### src/rtl/button_pkg.sv
// -----------------------------------------------------------------------------
// button_pkg
// Shared constants for the push-button event front end:
//   - event codes reported on evt_code (0 = no event / FIFO empty)
//   - debounce FSM state encoding used by btn_debounce
//   - btn_code(): maps a button index (0=U,1=R,2=D,3=L) to its event code
// No ports (package).
// -----------------------------------------------------------------------------
package button_pkg;

  // Event codes as seen by software on the MMIO read port.
  localparam logic [2:0] BTN_NONE  = 3'd0;
  localparam logic [2:0] BTN_UP    = 3'd1;
  localparam logic [2:0] BTN_RIGHT = 3'd2;
  localparam logic [2:0] BTN_DOWN  = 3'd3;
  localparam logic [2:0] BTN_LEFT  = 3'd4;

  // Debounce FSM encoding.
  localparam logic [1:0] ST_RELEASED     = 2'd0;
  localparam logic [1:0] ST_PRESS_WAIT   = 2'd1;
  localparam logic [1:0] ST_PRESSED      = 2'd2;
  localparam logic [1:0] ST_RELEASE_WAIT = 2'd3;

  // Button index 0..3 (U,R,D,L) -> event code 1..4.
  function automatic logic [2:0] btn_code(input logic [1:0] idx);
    return {1'b0, idx} + 3'd1;
  endfunction

endpackage

### src/rtl/button_event_ctrl_if.sv
// -----------------------------------------------------------------------------
// button_event_ctrl_if
// Event read port between the button front end and the processor MMIO logic.
//   evt_valid    : FIFO non-empty, evt_code holds the head event
//   evt_code     : head event code (1=U 2=R 3=D 4=L), 0 when empty
//   evt_ready    : pop strobe from the consumer
//   fifo_count   : number of queued events
//   held         : debounced button levels {L,D,R,U}
//   overflow     : sticky "event dropped" flag
//   clr_overflow : clears overflow
// Modports: master = event producer (button_event_ctrl), slave = consumer.
// -----------------------------------------------------------------------------
interface button_event_ctrl_if #(
  parameter int FIFO_DEPTH = 4
);
  localparam int CNT_W = $clog2(FIFO_DEPTH) + 1;

  logic             evt_valid;
  logic [2:0]       evt_code;
  logic             evt_ready;
  logic [CNT_W-1:0] fifo_count;
  logic [3:0]       held;
  logic             overflow;
  logic             clr_overflow;

  modport master (
    output evt_valid, evt_code, fifo_count, held, overflow,
    input  evt_ready, clr_overflow
  );

  modport slave (
    input  evt_valid, evt_code, fifo_count, held, overflow,
    output evt_ready, clr_overflow
  );

endinterface

### src/rtl/btn_debounce.sv
// -----------------------------------------------------------------------------
// btn_debounce
// One push-button: 2-flop synchronizer, debounce FSM with stability counter,
// and a 1-cycle press pulse on every accepted press.
// Optional feature macro: BTN_AUTOREPEAT_EN -- while the button stays in
// PRESSED, further press pulses are produced after REPEAT_DELAY cycles and
// then every REPEAT_PERIOD cycles. Without the macro no repeat timer exists.
// Ports:
//   clk     in  system clock
//   reset   in  asynchronous active-high reset
//   btn_i   in  raw asynchronous button level
//   held_o  out debounced level (1 in PRESSED and RELEASE_WAIT)
//   press_o out 1-cycle pulse, registered, on entry to PRESSED (and repeats)
// -----------------------------------------------------------------------------
module btn_debounce
  import button_pkg::*;
#(
  parameter int DEBOUNCE_CYCLES = 1000000,
  parameter int REPEAT_DELAY    = 50000000,
  parameter int REPEAT_PERIOD   = 20000000
) (
  input  logic clk,
  input  logic reset,
  input  logic btn_i,
  output logic held_o,
  output logic press_o
);

  localparam int DB_W = $clog2(DEBOUNCE_CYCLES + 1);
  localparam logic [DB_W-1:0] DB_LAST = DB_W'(DEBOUNCE_CYCLES);
  localparam logic [DB_W-1:0] DB_ONE  = DB_W'(1);

  generate
    if (DEBOUNCE_CYCLES < 1 || REPEAT_DELAY < 1 || REPEAT_PERIOD < 1) begin : g_bad_params
      $error("btn_debounce: cycle parameters must be >= 1");
    end
  endgenerate

  logic            sync1_q, sync2_q;
  logic [1:0]      state_q, state_d;
  logic [DB_W-1:0] cnt_q, cnt_d;
  logic            press_q, press_d;
  logic            rep_fire;

  // Two-stage synchronizer; sync2_q is the only copy the FSM looks at.
  always_ff @(posedge clk or posedge reset) begin
    if (reset) begin
      sync1_q <= 1'b0;
      sync2_q <= 1'b0;
    end else begin
      sync1_q <= btn_i;
      sync2_q <= sync1_q;
    end
  end

  // A level change is accepted after DEBOUNCE_CYCLES+1 consecutive samples
  // of the new level: the first sample enters the WAIT state with count 1,
  // the transition fires on the sample that finds count == DEBOUNCE_CYCLES.
  always_comb begin
    state_d = state_q;
    cnt_d   = cnt_q;
    press_d = rep_fire;
    case (state_q)
      ST_RELEASED: begin
        if (sync2_q) begin
          state_d = ST_PRESS_WAIT;
          cnt_d   = DB_ONE;
        end
      end
      ST_PRESS_WAIT: begin
        if (!sync2_q) begin
          state_d = ST_RELEASED;
          cnt_d   = '0;
        end else if (cnt_q == DB_LAST) begin
          state_d = ST_PRESSED;
          cnt_d   = '0;
          press_d = 1'b1;
        end else begin
          cnt_d = cnt_q + DB_ONE;
        end
      end
      ST_PRESSED: begin
        if (!sync2_q) begin
          state_d = ST_RELEASE_WAIT;
          cnt_d   = DB_ONE;
        end
      end
      ST_RELEASE_WAIT: begin
        // A glitch back to 1 returns to PRESSED silently: still the same press.
        if (sync2_q) begin
          state_d = ST_PRESSED;
          cnt_d   = '0;
        end else if (cnt_q == DB_LAST) begin
          state_d = ST_RELEASED;
          cnt_d   = '0;
        end else begin
          cnt_d = cnt_q + DB_ONE;
        end
      end
      default: begin
        state_d = ST_RELEASED;
        cnt_d   = '0;
      end
    endcase
  end

  always_ff @(posedge clk or posedge reset) begin
    if (reset) begin
      state_q <= ST_RELEASED;
      cnt_q   <= '0;
      press_q <= 1'b0;
    end else begin
      state_q <= state_d;
      cnt_q   <= cnt_d;
      press_q <= press_d;
    end
  end

`ifdef BTN_AUTOREPEAT_EN
  localparam int RP_MAX = (REPEAT_DELAY > REPEAT_PERIOD) ? REPEAT_DELAY : REPEAT_PERIOD;
  localparam int RP_W   = $clog2(RP_MAX + 1);

  logic [RP_W-1:0] rep_cnt_q, rep_cnt_d;
  logic            rep_first_q, rep_first_d;
  logic [RP_W-1:0] rep_limit;
  logic            stay_pressed;

  // Timer only runs while the button remains in PRESSED; any other state
  // (including a RELEASE_WAIT glitch) restarts the initial delay.
  assign stay_pressed = (state_q == ST_PRESSED) && sync2_q;
  assign rep_limit    = rep_first_q ? RP_W'(REPEAT_DELAY - 1) : RP_W'(REPEAT_PERIOD - 1);
  assign rep_fire     = stay_pressed && (rep_cnt_q == rep_limit);

  always_comb begin
    rep_cnt_d   = '0;
    rep_first_d = 1'b1;
    if (stay_pressed) begin
      if (rep_fire) begin
        rep_cnt_d   = '0;
        rep_first_d = 1'b0;
      end else begin
        rep_cnt_d   = rep_cnt_q + RP_W'(1);
        rep_first_d = rep_first_q;
      end
    end
  end

  always_ff @(posedge clk or posedge reset) begin
    if (reset) begin
      rep_cnt_q   <= '0;
      rep_first_q <= 1'b1;
    end else begin
      rep_cnt_q   <= rep_cnt_d;
      rep_first_q <= rep_first_d;
    end
  end
`else
  assign rep_fire = 1'b0;
`endif

  assign held_o  = (state_q == ST_PRESSED) || (state_q == ST_RELEASE_WAIT);
  assign press_o = press_q;

endmodule

### src/rtl/button_event_ctrl.sv
// -----------------------------------------------------------------------------
// button_event_ctrl
// Front end between four board push-buttons and the processor MMIO read port.
// Each button is synchronized and debounced (btn_debounce); accepted presses
// become pending bits, a fixed-priority arbiter (U>R>D>L) pushes one event
// per cycle into a small FIFO which software pops with evt_ready.
// Optional feature macro: BTN_AUTOREPEAT_EN (auto-repeat while held).
// Ports:
//   clk                  in  system clock
//   reset                in  asynchronous active-high reset
//   BTNU/BTNR/BTND/BTNL  in  raw asynchronous button levels
//   evt_if               master modport of button_event_ctrl_if
//                        (evt_valid, evt_code, evt_ready, fifo_count,
//                         held, overflow, clr_overflow)
// -----------------------------------------------------------------------------
module button_event_ctrl
  import button_pkg::*;
#(
  parameter int DEBOUNCE_CYCLES = 1000000,
  parameter int FIFO_DEPTH      = 4,
  parameter int REPEAT_DELAY    = 50000000,
  parameter int REPEAT_PERIOD   = 20000000
) (
  input  logic                 clk,
  input  logic                 reset,
  input  logic                 BTNU,
  input  logic                 BTNR,
  input  logic                 BTND,
  input  logic                 BTNL,
  button_event_ctrl_if.master  evt_if
);

  localparam int PTR_W = $clog2(FIFO_DEPTH);
  localparam int CNT_W = $clog2(FIFO_DEPTH) + 1;
  localparam logic [CNT_W-1:0] CNT_FULL = CNT_W'(FIFO_DEPTH);

  generate
    if (FIFO_DEPTH < 2 || (FIFO_DEPTH & (FIFO_DEPTH - 1)) != 0) begin : g_bad_depth
      $error("button_event_ctrl: FIFO_DEPTH must be a power of two >= 2");
    end
  endgenerate

  // ---------------------------------------------------------------------------
  // Per-button debounce
  // ---------------------------------------------------------------------------
  logic [3:0] btn_raw;
  logic [3:0] held_vec;
  logic [3:0] press_vec;

  assign btn_raw = {BTNL, BTND, BTNR, BTNU};

  genvar gi;
  generate
    for (gi = 0; gi < 4; gi++) begin : g_btn
      btn_debounce #(
        .DEBOUNCE_CYCLES (DEBOUNCE_CYCLES),
        .REPEAT_DELAY    (REPEAT_DELAY),
        .REPEAT_PERIOD   (REPEAT_PERIOD)
      ) u_btn_debounce (
        .clk     (clk),
        .reset   (reset),
        .btn_i   (btn_raw[gi]),
        .held_o  (held_vec[gi]),
        .press_o (press_vec[gi])
      );
    end
  endgenerate

  // ---------------------------------------------------------------------------
  // Pending bits + fixed-priority arbiter
  // ---------------------------------------------------------------------------
  // press_vec is already a registered pulse, so it is merged with the stored
  // pending bits here; an uncontended press is pushed on the very next edge.
  logic [3:0] pending_q, pending_d;
  logic [3:0] eff_pending;
  logic [1:0] grant_idx;
  logic       grant_vld;
  logic [2:0] push_code;

  assign eff_pending = pending_q | press_vec;

  // Descending scan: the last hit is the lowest index, i.e. highest priority.
  always_comb begin
    grant_idx = 2'd0;
    grant_vld = 1'b0;
    for (int i = 3; i >= 0; i--) begin
      if (eff_pending[i]) begin
        grant_idx = 2'(i);
        grant_vld = 1'b1;
      end
    end
  end

  // The granted bit is cleared whether or not the FIFO accepts the push.
  always_comb begin
    pending_d = eff_pending;
    if (grant_vld) begin
      pending_d[grant_idx] = 1'b0;
    end
  end

  assign push_code = btn_code(grant_idx);

  // ---------------------------------------------------------------------------
  // Event FIFO
  // ---------------------------------------------------------------------------
  logic [2:0]       mem_q [FIFO_DEPTH];
  logic [PTR_W-1:0] wr_ptr_q, wr_ptr_d;
  logic [PTR_W-1:0] rd_ptr_q, rd_ptr_d;
  logic [CNT_W-1:0] count_q, count_d;
  logic             overflow_q, overflow_d;
  logic             fifo_empty, fifo_full;
  logic             pop, push_ok, drop;

  assign fifo_empty = (count_q == '0);
  assign fifo_full  = (count_q == CNT_FULL);

  // A pop in the same cycle frees the slot, so full+pop+push is accepted.
  assign pop     = evt_if.evt_ready && !fifo_empty;
  assign push_ok = grant_vld && (!fifo_full || pop);
  assign drop    = grant_vld && fifo_full && !pop;

  always_comb begin
    wr_ptr_d = wr_ptr_q + (push_ok ? PTR_W'(1) : PTR_W'(0));
    rd_ptr_d = rd_ptr_q + (pop     ? PTR_W'(1) : PTR_W'(0));
    count_d  = count_q + CNT_W'(push_ok) - CNT_W'(pop);
    // A drop in the same cycle as the clear keeps the flag set.
    if (drop) begin
      overflow_d = 1'b1;
    end else if (evt_if.clr_overflow) begin
      overflow_d = 1'b0;
    end else begin
      overflow_d = overflow_q;
    end
  end

  always_ff @(posedge clk or posedge reset) begin
    if (reset) begin
      pending_q  <= '0;
      wr_ptr_q   <= '0;
      rd_ptr_q   <= '0;
      count_q    <= '0;
      overflow_q <= 1'b0;
    end else begin
      pending_q  <= pending_d;
      wr_ptr_q   <= wr_ptr_d;
      rd_ptr_q   <= rd_ptr_d;
      count_q    <= count_d;
      overflow_q <= overflow_d;
    end
  end

  // Storage needs no reset: entries are only visible through count_q.
  always_ff @(posedge clk) begin
    if (push_ok) begin
      mem_q[wr_ptr_q] <= push_code;
    end
  end

  // All outputs come from registers only; evt_ready never reaches evt_valid
  // combinationally.
  assign evt_if.evt_valid  = !fifo_empty;
  assign evt_if.evt_code   = fifo_empty ? BTN_NONE : mem_q[rd_ptr_q];
  assign evt_if.fifo_count = count_q;
  assign evt_if.held       = held_vec;
  assign evt_if.overflow   = overflow_q;

endmodule

### src/flat_wrapper.sv
// flat-port wrapper written by rule: the top's interface ports become plain ports
module button_event_ctrl_flat import button_pkg::*;
#(
  parameter int DEBOUNCE_CYCLES = 1000000,
  parameter int FIFO_DEPTH      = 4,
  parameter int REPEAT_DELAY    = 50000000,
  parameter int REPEAT_PERIOD   = 20000000
)
  (clk, reset, BTNU, BTNR, BTND, BTNL, evt_if_evt_valid, evt_if_evt_code, evt_if_fifo_count, evt_if_held, evt_if_overflow, evt_if_evt_ready, evt_if_clr_overflow);
  button_event_ctrl_if #(.FIFO_DEPTH(FIFO_DEPTH)) evt_if_i ();
  input  logic clk;
  input  logic reset;
  input  logic BTNU;
  input  logic BTNR;
  input  logic BTND;
  input  logic BTNL;
  output wire logic [$bits(evt_if_i.evt_valid)-1:0] evt_if_evt_valid;
  output wire logic [$bits(evt_if_i.evt_code)-1:0] evt_if_evt_code;
  output wire logic [$bits(evt_if_i.fifo_count)-1:0] evt_if_fifo_count;
  output wire logic [$bits(evt_if_i.held)-1:0] evt_if_held;
  output wire logic [$bits(evt_if_i.overflow)-1:0] evt_if_overflow;
  input wire logic [$bits(evt_if_i.evt_ready)-1:0] evt_if_evt_ready;
  input wire logic [$bits(evt_if_i.clr_overflow)-1:0] evt_if_clr_overflow;
  assign evt_if_evt_valid = evt_if_i.evt_valid;
  assign evt_if_evt_code = evt_if_i.evt_code;
  assign evt_if_fifo_count = evt_if_i.fifo_count;
  assign evt_if_held = evt_if_i.held;
  assign evt_if_overflow = evt_if_i.overflow;
  assign evt_if_i.evt_ready = evt_if_evt_ready;
  assign evt_if_i.clr_overflow = evt_if_clr_overflow;
  button_event_ctrl #(.DEBOUNCE_CYCLES(DEBOUNCE_CYCLES), .FIFO_DEPTH(FIFO_DEPTH), .REPEAT_DELAY(REPEAT_DELAY), .REPEAT_PERIOD(REPEAT_PERIOD)) u_core (.clk(clk), .reset(reset), .BTNU(BTNU), .BTNR(BTNR), .BTND(BTND), .BTNL(BTNL), .evt_if(evt_if_i));
endmodule
### config.mk
export PLATFORM = sky130hd
export DESIGN_NAME = button_event_ctrl_flat
export DESIGN_NICKNAME = d
export VERILOG_FILES = /design/src/rtl/button_pkg.sv /design/src/rtl/button_event_ctrl_if.sv /design/src/rtl/btn_debounce.sv /design/src/rtl/button_event_ctrl.sv /design/src/flat_wrapper.sv
export SDC_FILE = /design/constraint.sdc
export NUM_CORES = 1
export LEC_CHECK = 0
export CAP_MARGIN = 0
export CORE_UTILIZATION = 45
export DETAILED_ROUTE_END_ITERATION = 8
export GPL_ROUTABILITY_DRIVEN = 0
export GPL_TIMING_DRIVEN = 1
export PLACE_DENSITY_LB_ADDON = 0.15
export SYNTH_ARGS = -nofsm -noshare
export SYNTH_HDL_FRONTEND = slang
export SYNTH_HIERARCHICAL = 1
export SYNTH_SLANG_ARGS = --single-unit
### constraint.sdc
create_clock -name clk -period 2.12 [get_ports clk]
set_input_delay 0.424 -clock clk [delete_from_list [all_inputs] [get_ports clk]]
set_output_delay 0.424 -clock clk [all_outputs]
set_load 0.02 [all_outputs]
==> results.sh, run 1 <==
export IMPL_status="finished with violations"
export IMPL_violations="setup timing"
export IMPL_grt_ovfl_total=0
export IMPL_cts_tree="done"
export IMPL_crit_type="reg2reg"
export IMPL_required_ns=2.41
export IMPL_synthFlopType="dfrtp_1"
export IMPL_utilization=0.628
export IMPL_antenna_found_initial=0
export IMPL_final_antenna_net_count=0
export IMPL_fin_total_pwr_mw=10.2
export IMPL_die_h_microns=122
export IMPL_synth_area_mux_share=0.0196
export IMPL_r2r_end="u_core/evt_if.fifo_count[2]"
export IMPL_max_cap_violations=0
export IMPL_grt_first_pass_wirelength_microns=24000
export IMPL_timing_final_crit_share=1.12
export IMPL_final_min_clock_period_ns=2.37
export IMPL_synth_xor_xnor_area_share=0.0215
export IMPL_synth_compound_gate_area_share=0.159
export IMPL_slew_viol_final=0
export IMPL_start_util=0.465
export IMPL_synth_area_leaders="dfrtp_1 (43%), edfxtp_1 (5.5%), nand2_1 (4.7%)"
export IMPL_syn_nets=691
export IMPL_grt_max_degree=26
export IMPL_clock_path_buffers=2
export IMPL_vias_per_cell=5.67
export IMPL_rr_worst_depth=9
export IMPL_cpMaxStageDelayCell="or4_4"
export IMPL_hold_viol_final=0
export IMPL_synth_area_sq_mm=0.00651
export IMPL_ys_top_cells_by_count="dfrtp_1 (112), nand2_1 (81), nor2_1 (60)"
export IMPL_yosys_area_top_type_share=0.431
export IMPL_timing_fmax_mhz=423
export IMPL_r2r_slack_ns=-0.25
export IMPL_cts_inserted_buffers=17
export IMPL_vias=5547
export IMPL_tightestPinTransition_ns=0.845
export IMPL_crit_end="u_core/evt_if.fifo_count[2]"
export IMPL_hold_path_class="in2async"
export IMPL_drc=0
export IMPL_netlist_instances=667
export IMPL_drt_iter0_drc=317
export IMPL_synth_cell_types=50
export IMPL_ys_async_sr_fraction=0.903
export IMPL_multi_input_area_sq_mm=0.00352
export IMPL_fin_nets=810
export IMPL_hpwl_microns=9820
export IMPL_area_growth_pct=35.0
export IMPL_r2r_start="u_core/g_btn[3].u_btn_debounce/press_o"
export IMPL_port_buffers=19
export IMPL_holdWs_ns=0.319
export IMPL_cp_startpoint="u_core/g_btn[3].u_btn_debounce/press_o"
export IMPL_dr_pass1_iters=5
export IMPL_die_area_sq_mm=0.0150
export IMPL_placed_area_sq_mm=0.00749
export IMPL_synth_top_area_cell="dfrtp_1"
export IMPL_crit_chain="or4_4 > o21ai_4 > ha_1 > inv_1 > ha_2 > inv_2 > fa_2 > xnor2_2 > xnor2_1"
export IMPL_ff_latch_area_sq_mm=0.00317
export IMPL_dp_cells=922
export IMPL_antenna_cells_inserted=0
export IMPL_grt_total_usage=0.205
export IMPL_endpoint_kind="flip-flop"
export IMPL_tns_ns=-1.06
export IMPL_cts_sinks=124
export IMPL_rsz0062_at_grt="yes"
export IMPL_clk_pin_slew_ns=0.06
export IMPL_crit_path_max_fanout=3
export IMPL_die_w_microns=122
export IMPL_synth_top_family_by_area="simple AND/OR/NAND/NOR gates"
export IMPL_synthAdderAreaFrac=0.0319
export IMPL_instances_no_fill=979
export IMPL_yosysMostFrequentCell="dfrtp_1"
export IMPL_setup_ws_ns=-0.247
export IMPL_layout_drive_gt1_share=0.340
export IMPL_yosysSeqAreaShare=0.486
export IMPL_synth_edff_count=12
export IMPL_slew_headroom=0.434
export IMPL_syn_avg_cell_area_sq_um=9.76
export IMPL_clock_root_buffer="clkbuf_16"
export IMPL_peakVddDrop_mv=0.687
export IMPL_yosysWarnings=6
export IMPL_cts_max_level=4
export IMPL_fp_row_count=43
export IMPL_nFillCells=1121
export IMPL_clock_latency_ns=0.42
export IMPL_fin_area_sq_mm=0.00879
export IMPL_synth_seq_cells=124
export IMPL_start_kind="flip-flop"
export IMPL_synthSimpleGateAreaFrac=0.245
export IMPL_coreArea_sq_mm=0.0140
export IMPL_arrival_ns=2.66
export IMPL_slowest_delay_ns=0.58
export IMPL_grt_pass1_vias=5036
export IMPL_finClkSkew_ns=0.00878
export IMPL_ioPinCount=20
export IMPL_leakagePower_nw=3.72
export IMPL_dp_slack_ns=-0.588
export IMPL_wl_per_cell_microns=15.9
export IMPL_p_per_area_mw_per_mm2=1160
export IMPL_wirelength_microns=15600
export IMPL_setup_viol=21
==> how the worst min path moves through the flow <==
stage | startpoint | end | slack, ns | cells after the start
after floorplan | reset | u_core/evt_if.fifo_count[0] | 0.29 | 1
after global placement | u_core/g_btn[3].u_btn_debounce/sync1_q | u_core/g_btn[3].u_btn_debounce/sync2_q | 0.33 | 0
after detailed placement | u_core/g_btn[2].u_btn_debounce/sync1_q | u_core/g_btn[2].u_btn_debounce/sync2_q | 0.33 | 0
after CTS | reset | u_core/g_btn[2].u_btn_debounce/press_o | 0.32 | 2
after global routing | reset | u_core/g_btn[2].u_btn_debounce/press_o | 0.35 | 2
final | reset | u_core/g_btn[2].u_btn_debounce/press_o | 0.32 | 2
==> layer usage <==
metal | vias up | share of wire | track usage
met5 | - | 0 | 0
met4 | 0 | 0.019 | 0.0793
met3 | 26 | 0.030 | 0.0390
met2 | 109 | 0.49 | 0.331
met1 | 2718 | 0.46 | 0.274
li1 | 2694 | - | -
==> final cells by class <==
type                    count  share of cell area
clock inverters            14              0.0201
multi-input cells         490               0.401
well taps                 180              0.0256
flip-flops and latches    124               0.360
inverters                  29              0.0124
repair buffers            124               0.132
clock buffers              18              0.0488
==> cells in the final DEF (no fill, tap or decap), types with 5 or more instances in the layout <==
master / count
a31oi_1: 40
nand2_1: 79
edfxtp_1: 12
nor3_1: 19
a211o_1: 5
clkinv_2: 5
ha_1: 10
inv_2: 10
o21ai_0: 16
inv_1: 19
nand3_1: 39
o21ai_2: 13
nor3_2: 6
clkdlybuf4s50_1: 15
a22o_1: 8
or4b_4: 11
nand4_1: 24
dfrtp_1: 110
a21oi_2: 18
nand2b_1: 9
a41oi_2: 9
clkbuf_16: 21
a21oi_1: 11
buf_6: 13
buf_12: 6
xor2_1: 14
nor2_1: 59
buf_4: 85
==> worst max-delay path, delay by kind of cell (launching register included) <==
family,cells,cell delay (ns)
AOI/OAI and AO/OA,1,0.16
xor gates and xnor gates,2,0.29
adders and majority gates,3,0.74
buffers and inverters,2,0.09
DFF,1,0.39
and+or+nand+nor,1,0.58
==> sequential cells by signal, summed over array words and instances, names as in the netlist, named ones only <==
register / cells
u_core/evt_if.fifo_count: 3
u_core/evt_if.overflow: 1
u_core/g_btn.u_btn_debounce/cnt_q: 80
u_core/g_btn.u_btn_debounce/press_o: 4
u_core/g_btn.u_btn_debounce/state_q: 4
u_core/g_btn.u_btn_debounce/sync1_q: 4
u_core/g_btn.u_btn_debounce/sync2_q: 4
u_core/mem_q: 12
u_core/pending_q: 4
u_core/rd_ptr_q: 2
u_core/wr_ptr_q: 2
==> cells by family after synthesis <==
| group | after synthesis |
|---|---|
| flip-flops | 124 |
| adder cells (fa/ha/maj) | 16 |
| XOR/XNOR | 16 |
| other | 1 |
| AND/OR/NAND/NOR | 293 |
| AO/OA/AOI/OAI | 157 |
| buffers and inverters | 53 |
| multiplexers | 7 |
==> power breakdown <==
| group | internal (mW) | switching (mW) |
|---|---|---|
| Sequential | 2.70 | 0.279 |
| Clock | 1.95 | 1.04 |
| Combinational | 2.12 | 2.13 |
==> repair_timing <==
action / 4_1_cts / 5_1_grt
pin swaps: 5 / 49
setup buffers: 3 / 15
gates cloned: 0 / 7
resized for setup: 19 / 107
hold buffers: 0 / 0
setup endpoints to repair: 12 / 52
Power figures use the tool's default switching activity.
==> run 2: changes to the inputs <==
Settings changed: CORE_ASPECT_RATIO set to 1.5.
Clock period 2.12 ns to 2.5 ns, I/O delays scaled along.
==> results.sh, run 2 (synthesis gave the netlist of run 1 again) <==
export IMPL_status="complete, no violations"
export IMPL_cts_inserted_buffers=17
export IMPL_fp_row_count=53
export IMPL_slew_headroom=0.555
export IMPL_arrival_ns=2.71
export IMPL_p_per_area_mw_per_mm2=989
export IMPL_cts_sinks=124
export IMPL_fin_nets=729
export IMPL_die_w_microns=100
export IMPL_cts_hold_buf=0
export IMPL_drt_iter0_drc=203
export IMPL_hpwl_microns=9610
export IMPL_start_util=0.463
export IMPL_peakVddDrop_mv=0.741
export IMPL_final_min_clock_period_ns=2.41
export IMPL_rsz0062_at_grt="no"
export IMPL_grt_pass1_vias=5146
export IMPL_hold_path_class="reg2reg"
export IMPL_tightestPinTransition_ns=0.665
export IMPL_antenna_found_initial=0
export IMPL_layout_drive_gt1_share=0.162
export IMPL_wirelength_microns=13900
export IMPL_cts_max_level=4
export IMPL_endpoint_kind="flip-flop"
export IMPL_setup_viol=0
export IMPL_regMostFlops="u_core/g_btn.u_btn_debounce/cnt_q"
export IMPL_largest_register_ffs=80
export IMPL_ioPinCount=20
export IMPL_coreArea_sq_mm=0.0141
export IMPL_clock_path_buffers=2
export IMPL_vias=5172
export IMPL_dp_cells=877
export IMPL_fin_area_sq_mm=0.00766
export IMPL_placed_area_sq_mm=0.00698
export IMPL_leakagePower_nw=3.19
export IMPL_instances_no_fill=910
export IMPL_crit_type="reg2reg"
export IMPL_grt_max_degree=26
export IMPL_layout_commonest_cell="dfrtp_1"
export IMPL_required_ns=2.80
export IMPL_clock_latency_ns=0.42
export IMPL_drc=0
export IMPL_final_cell_mix="dfrtp_1 (111), nand2_1 (81), nor2_1 (60), a31oi_1 (44), nand3_1 (40)"
export IMPL_slew_viol_final=0
export IMPL_max_cap_violations=0
export IMPL_fin_total_pwr_mw=7.58
export IMPL_final_antenna_net_count=0
export IMPL_die_h_microns=149
export IMPL_nFillCells=1248
export IMPL_port_buffers=19
export IMPL_antenna_cells_inserted=0
export IMPL_timing_final_crit_share=0.962
export IMPL_crit_path_max_fanout=9
export IMPL_start_kind="flip-flop"
export IMPL_cts_tree="done"
export IMPL_dr_pass1_iters=4
export IMPL_grt_first_pass_wirelength_microns=23800
export IMPL_vias_per_cell=5.68
export IMPL_grt_total_usage=0.204
export IMPL_area_growth_pct=17.7
export IMPL_timing_fmax_mhz=416
export IMPL_hold_viol_final=0
export IMPL_clk_pin_slew_ns=0.06
export IMPL_clock_root_buffer="clkbuf_16"
export IMPL_reg_top3="u_core/g_btn.u_btn_debounce/cnt_q (80), u_core/mem_q (12)"
export IMPL_wl_per_cell_microns=15.3
export IMPL_grt_ovfl_total=0
export IMPL_finClkSkew_ns=0.00754
export IMPL_die_area_sq_mm=0.0150
-- run 2: metrics by stage --
step | utilization | TNS (ns) | hold slack (ns) | setup slack (ns)
2_1_floorplan | - | 0 | 0.331 | 0.0800
3_3_place_gp | 0.497 | -0.481 | 0.333 | -0.309
3_5_place_dp | 0.497 | -0.543 | 0.336 | -0.355
4_1_cts | 0.543 | 0 | 0.348 | 0.0207
5_1_grt | 0.545 | 0 | 0.356 | 0.00540
6_report | 0.545 | 0 | 0.345 | 0.0943
-- run 2: where the power goes --
| part | switching [mW] | internal [mW] | total [mW] |
|---|---|---|---|
| Clock | 0.870 | 1.79 | 2.66 |
| Sequential | 0.258 | 2.29 | 2.55 |
| Combinational | 1.38 | 0.985 | 2.37 |
| Total | 2.51 | 5.06 | 7.58 |
-- run 2: routing by layer --
| metal | track usage | up-vias | wire length, microns |
|---|---|---|---|
| met2 | 0.357 | 96 | 7260 |
| met3 | 0.0492 | 25 | 468 |
| met4 | 0.101 | 0 | 303 |
| li1 | - | 2511 | - |
| met1 | 0.229 | 2540 | 5910 |
| met5 | 0 | - | 0 |
-- run 2: repair_timing --
action	CTS	global route
pin swaps	0	1
buffers inserted	0	1
resized for setup	4	3
setup endpoints to repair	3	3
-- run 2: critical path: stages, from the launching register on --
cell and delay [ns]:
dfrtp_1 0.45, or4b_2 0.75, nor4_4 0.28, buf_4 0.17
a21o_2 0.14, buf_4 0.17, o21ai_1 0.08, a22o_1 0.24
-- run 2: final timing paths --
kind	start	end	slack, ns	depth (start not counted)
min in group asynchronous	reset	u_core/wr_ptr_q[0]	0.51	2
max	u_core/g_btn[2].u_btn_debounce/cnt_q[12]	u_core/g_btn[2].u_btn_debounce/cnt_q[14]	0.09	7
min reg2reg	u_core/g_btn[3].u_btn_debounce/sync1_q	u_core/g_btn[3].u_btn_debounce/sync2_q	0.35	0
min	u_core/g_btn[3].u_btn_debounce/sync1_q	u_core/g_btn[3].u_btn_debounce/sync2_q	0.35	0
max in group asynchronous	reset	u_core/rd_ptr_q[0]	1.63	2
max reg2reg	u_core/g_btn[2].u_btn_debounce/cnt_q[12]	u_core/g_btn[2].u_btn_debounce/cnt_q[14]	0.09	7
-- run 2: layout make-up --
cell class	count	area, sq um	area share
Sequential cell	124	3160	0.413
Clock buffer	24	534	0.0697
Inverter	29	109	0.0142
Clock inverter	8	125	0.0163
Tap cell	192	240	0.0313
Timing Repair Buffer	43	367	0.0478
Multi-Input combinational cell	490	3120	0.408
==> run 3: changes to the inputs <==
Settings changed: ABC_AREA set to 1, CORE_MARGIN set to 1.5.
==> results.sh, run 3 <==
export IMPL_ys_async_sr_fraction=0.903
export IMPL_grt_total_usage=0.207
export IMPL_yosysWarnings=6
export IMPL_crit_type="reg2out"
export IMPL_synthFlopType="dfrtp_1"
export IMPL_required_ns=2.00
export IMPL_post_cts_buffers=0
export IMPL_wirelength_microns=16700
export IMPL_synthSimpleGateAreaFrac=0.350
export IMPL_timing_final_crit_share=0.938
export IMPL_cts_max_level=4
export IMPL_start_kind="flip-flop"
export IMPL_status="complete, no violations"
export IMPL_max_cap_violations=0
export IMPL_synth_top_area_cell="dfrtp_1"
export IMPL_synth_xor_xnor_area_share=0.0407
export IMPL_yosysSeqAreaShare=0.408
export IMPL_largest_register_ffs=80
export IMPL_layout_drive_gt1_share=0.166
export IMPL_cts_inserted_buffers=17
export IMPL_synth_compound_gate_area_share=0.0851
export IMPL_final_cell_mix="nand2_1 (300), inv_1 (121), dfrtp_1 (111), nor2_1 (109), nand3_1 (75)"
export IMPL_final_antenna_net_count=0
export IMPL_clk_pin_slew_ns=0.06
export IMPL_clock_root_buffer="clkbuf_16"
export IMPL_synthAdderAreaFrac=0.0268
export IMPL_setup_ws_ns=0.156
export IMPL_grt_max_degree=26
export IMPL_p_per_area_mw_per_mm2=792
export IMPL_vias_per_cell=4.92
export IMPL_placed_area_sq_mm=0.00811
export IMPL_netlist_instances=1007
export IMPL_fin_nets=1058
export IMPL_final_min_clock_period_ns=2.34
export IMPL_ioPinCount=20
export IMPL_vias=6184
export IMPL_fp_row_count=58
export IMPL_cts_tree="done"
export IMPL_die_area_sq_mm=0.0180
export IMPL_synth_cell_types=32
export IMPL_leakagePower_nw=3.91
export IMPL_yosys_area_top_type_share=0.362
export IMPL_layout_commonest_cell="nand2_1"
export IMPL_hold_path_class="in2async"
export IMPL_slew_viol_final=0
export IMPL_start_util=0.460
export IMPL_timing_fmax_mhz=427
export IMPL_cts_sinks=124
export IMPL_finClkSkew_ns=0.00969
export IMPL_utilization=0.516
export IMPL_dr_pass1_iters=5
export IMPL_syn_avg_cell_area_sq_um=7.69
export IMPL_regMostFlops="u_core/g_btn.u_btn_debounce/cnt_q"
export IMPL_synth_top_family_by_area="simple AND/OR/NAND/NOR gates"
export IMPL_yosysMostFrequentCell="nand2_1"
export IMPL_grt_first_pass_wirelength_microns=29000
export IMPL_endpoint_kind="primary output"
export IMPL_comb_power_share=0.293
export IMPL_arrival_ns=1.84
export IMPL_port_buffers=19
export IMPL_fin_area_sq_mm=0.00869
export IMPL_synth_area_sq_mm=0.00775
export IMPL_hold_viol_final=0
export IMPL_drt_iter0_drc=294
export IMPL_die_w_microns=110
export IMPL_setup_viol=0
export IMPL_tns_ns=0
export IMPL_peakVddDrop_mv=0.604
export IMPL_crit_path_max_fanout=5
export IMPL_die_h_microns=164
export IMPL_rsz0062_at_grt="no"
export IMPL_clock_latency_ns=0.43
export IMPL_synth_seq_cells=124
export IMPL_syn_nets=1031
export IMPL_fin_total_pwr_mw=6.88
export IMPL_antenna_found_initial=0
export IMPL_area_growth_pct=12.1
export IMPL_coreArea_sq_mm=0.0168
export IMPL_ys_top_cells_by_count="nand2_1 (300), inv_1 (121), dfrtp_1 (112)"
export IMPL_synth_area_mux_share=0
export IMPL_clockPowerShare=0.345
export IMPL_grt_pass1_vias=6289
export IMPL_wl_per_cell_microns=13.3
export IMPL_p_sw_mw=2.54
export IMPL_drc=0
export IMPL_synth_edff_count=12
export IMPL_swShare=0.370
export IMPL_synth_area_leaders="dfrtp_1 (36%), nand2_1 (15%), inv_1 (5.9%)"
export IMPL_antenna_cells_inserted=0
export IMPL_dp_slack_ns=0.0517
export IMPL_reg_top3="u_core/g_btn.u_btn_debounce/cnt_q (80), u_core/mem_q (12)"
export IMPL_p_int_mw=4.34
export IMPL_power_frac_seq=0.363
export IMPL_hpwl_microns=12400
export IMPL_clock_path_buffers=2
export IMPL_grt_ovfl_total=0
## run 3: cell count changes after synthesis, moves of 16 or more
cell     delta
xor2_1     +16
o22ai_2    +20
inv_2      +27
o21ai_2    +16
nor3_1     -18
a31oi_1    -44
nor2_1     +50
nand2_1   +219
inv_1      +92
nand3_1    +35
nor2_2     +27
## run 3: through the flow
stage               cells  hold WS, ns
floorplan            1007        0.331
global placement     1225        0.334
detailed placement   1225        0.337
CTS                  1257        0.327
global route         1257        0.348
finish               1257        0.333
## run 3: power by group through the flow
stage / Sequential [mW] / Combinational [mW] / Clock (mW)
2_1_floorplan: 2.49 / 1.58 / 0
3_3_place_gp: 2.53 / 2.03 / 0
3_5_place_dp: 2.53 / 2.06 / 0
4_1_cts: 2.50 / 2.06 / 2.44
5_1_grt: 2.54 / 2.25 / 2.53
6_report: 2.50 / 2.01 / 2.37
## run 3: logic make-up after synthesis
family	count (synthesis)
compound gates	78
xor+xnor	36
simple gates	588
buf+inv	164
flops	124
other cells	1
fa+ha+maj	16
## run 3: worst max-delay path, cell delays in order (launching register included)
cell and delay [ns]:
dfrtp_1 0.44, inv_1 0.07, nand2_1 0.10, nor2_2 0.21
inv_1 0.06, clkdlybuf4s50_1 0.54
## run 3: area by class of cell
class	instances	area, sq um
clock buffers	17	425
clock inverters	15	140
fillers	1646	8150
inverters	148	556
multi-input cells	719	3900
flip-flops and latches	124	3160
well taps	210	263
repair buffers	24	235
## run 3: repair_timing
action,in CTS,in global routing
hold buffers,0,0
gates resized for setup,0,5
setup endpoints to repair,0,4
## run 3: path summary, 6_finish.rpt
check | start | end | slack, ns | cells past startpoint
min in group clk | u_core/g_btn[2].u_btn_debounce/sync1_q | u_core/g_btn[2].u_btn_debounce/sync2_q | 0.35 | 0
max in group asynchronous | reset | u_core/rd_ptr_q[0] | 1.64 | 2
min | reset | u_core/g_btn[3].u_btn_debounce/press_o | 0.33 | 2
max reg2reg | u_core/evt_if.fifo_count[1] | u_core/evt_if.fifo_count[2] | 0.41 | 10
max | u_core/evt_if.fifo_count[1] | evt_if_evt_valid | 0.16 | 5
min reg2reg | u_core/g_btn[2].u_btn_debounce/sync1_q | u_core/g_btn[2].u_btn_debounce/sync2_q | 0.35 | 0
## run 3: layer usage
| metal | vias up | track usage | share of wire |
|---|---|---|---|
| met5 | - | 0 | 0 |
| met4 | 0 | 0.0635 | 0.016 |
| met3 | 20 | 0.0520 | 0.022 |
| met2 | 57 | 0.388 | 0.55 |
| met1 | 2873 | 0.224 | 0.41 |
| li1 | 3234 | - | - |
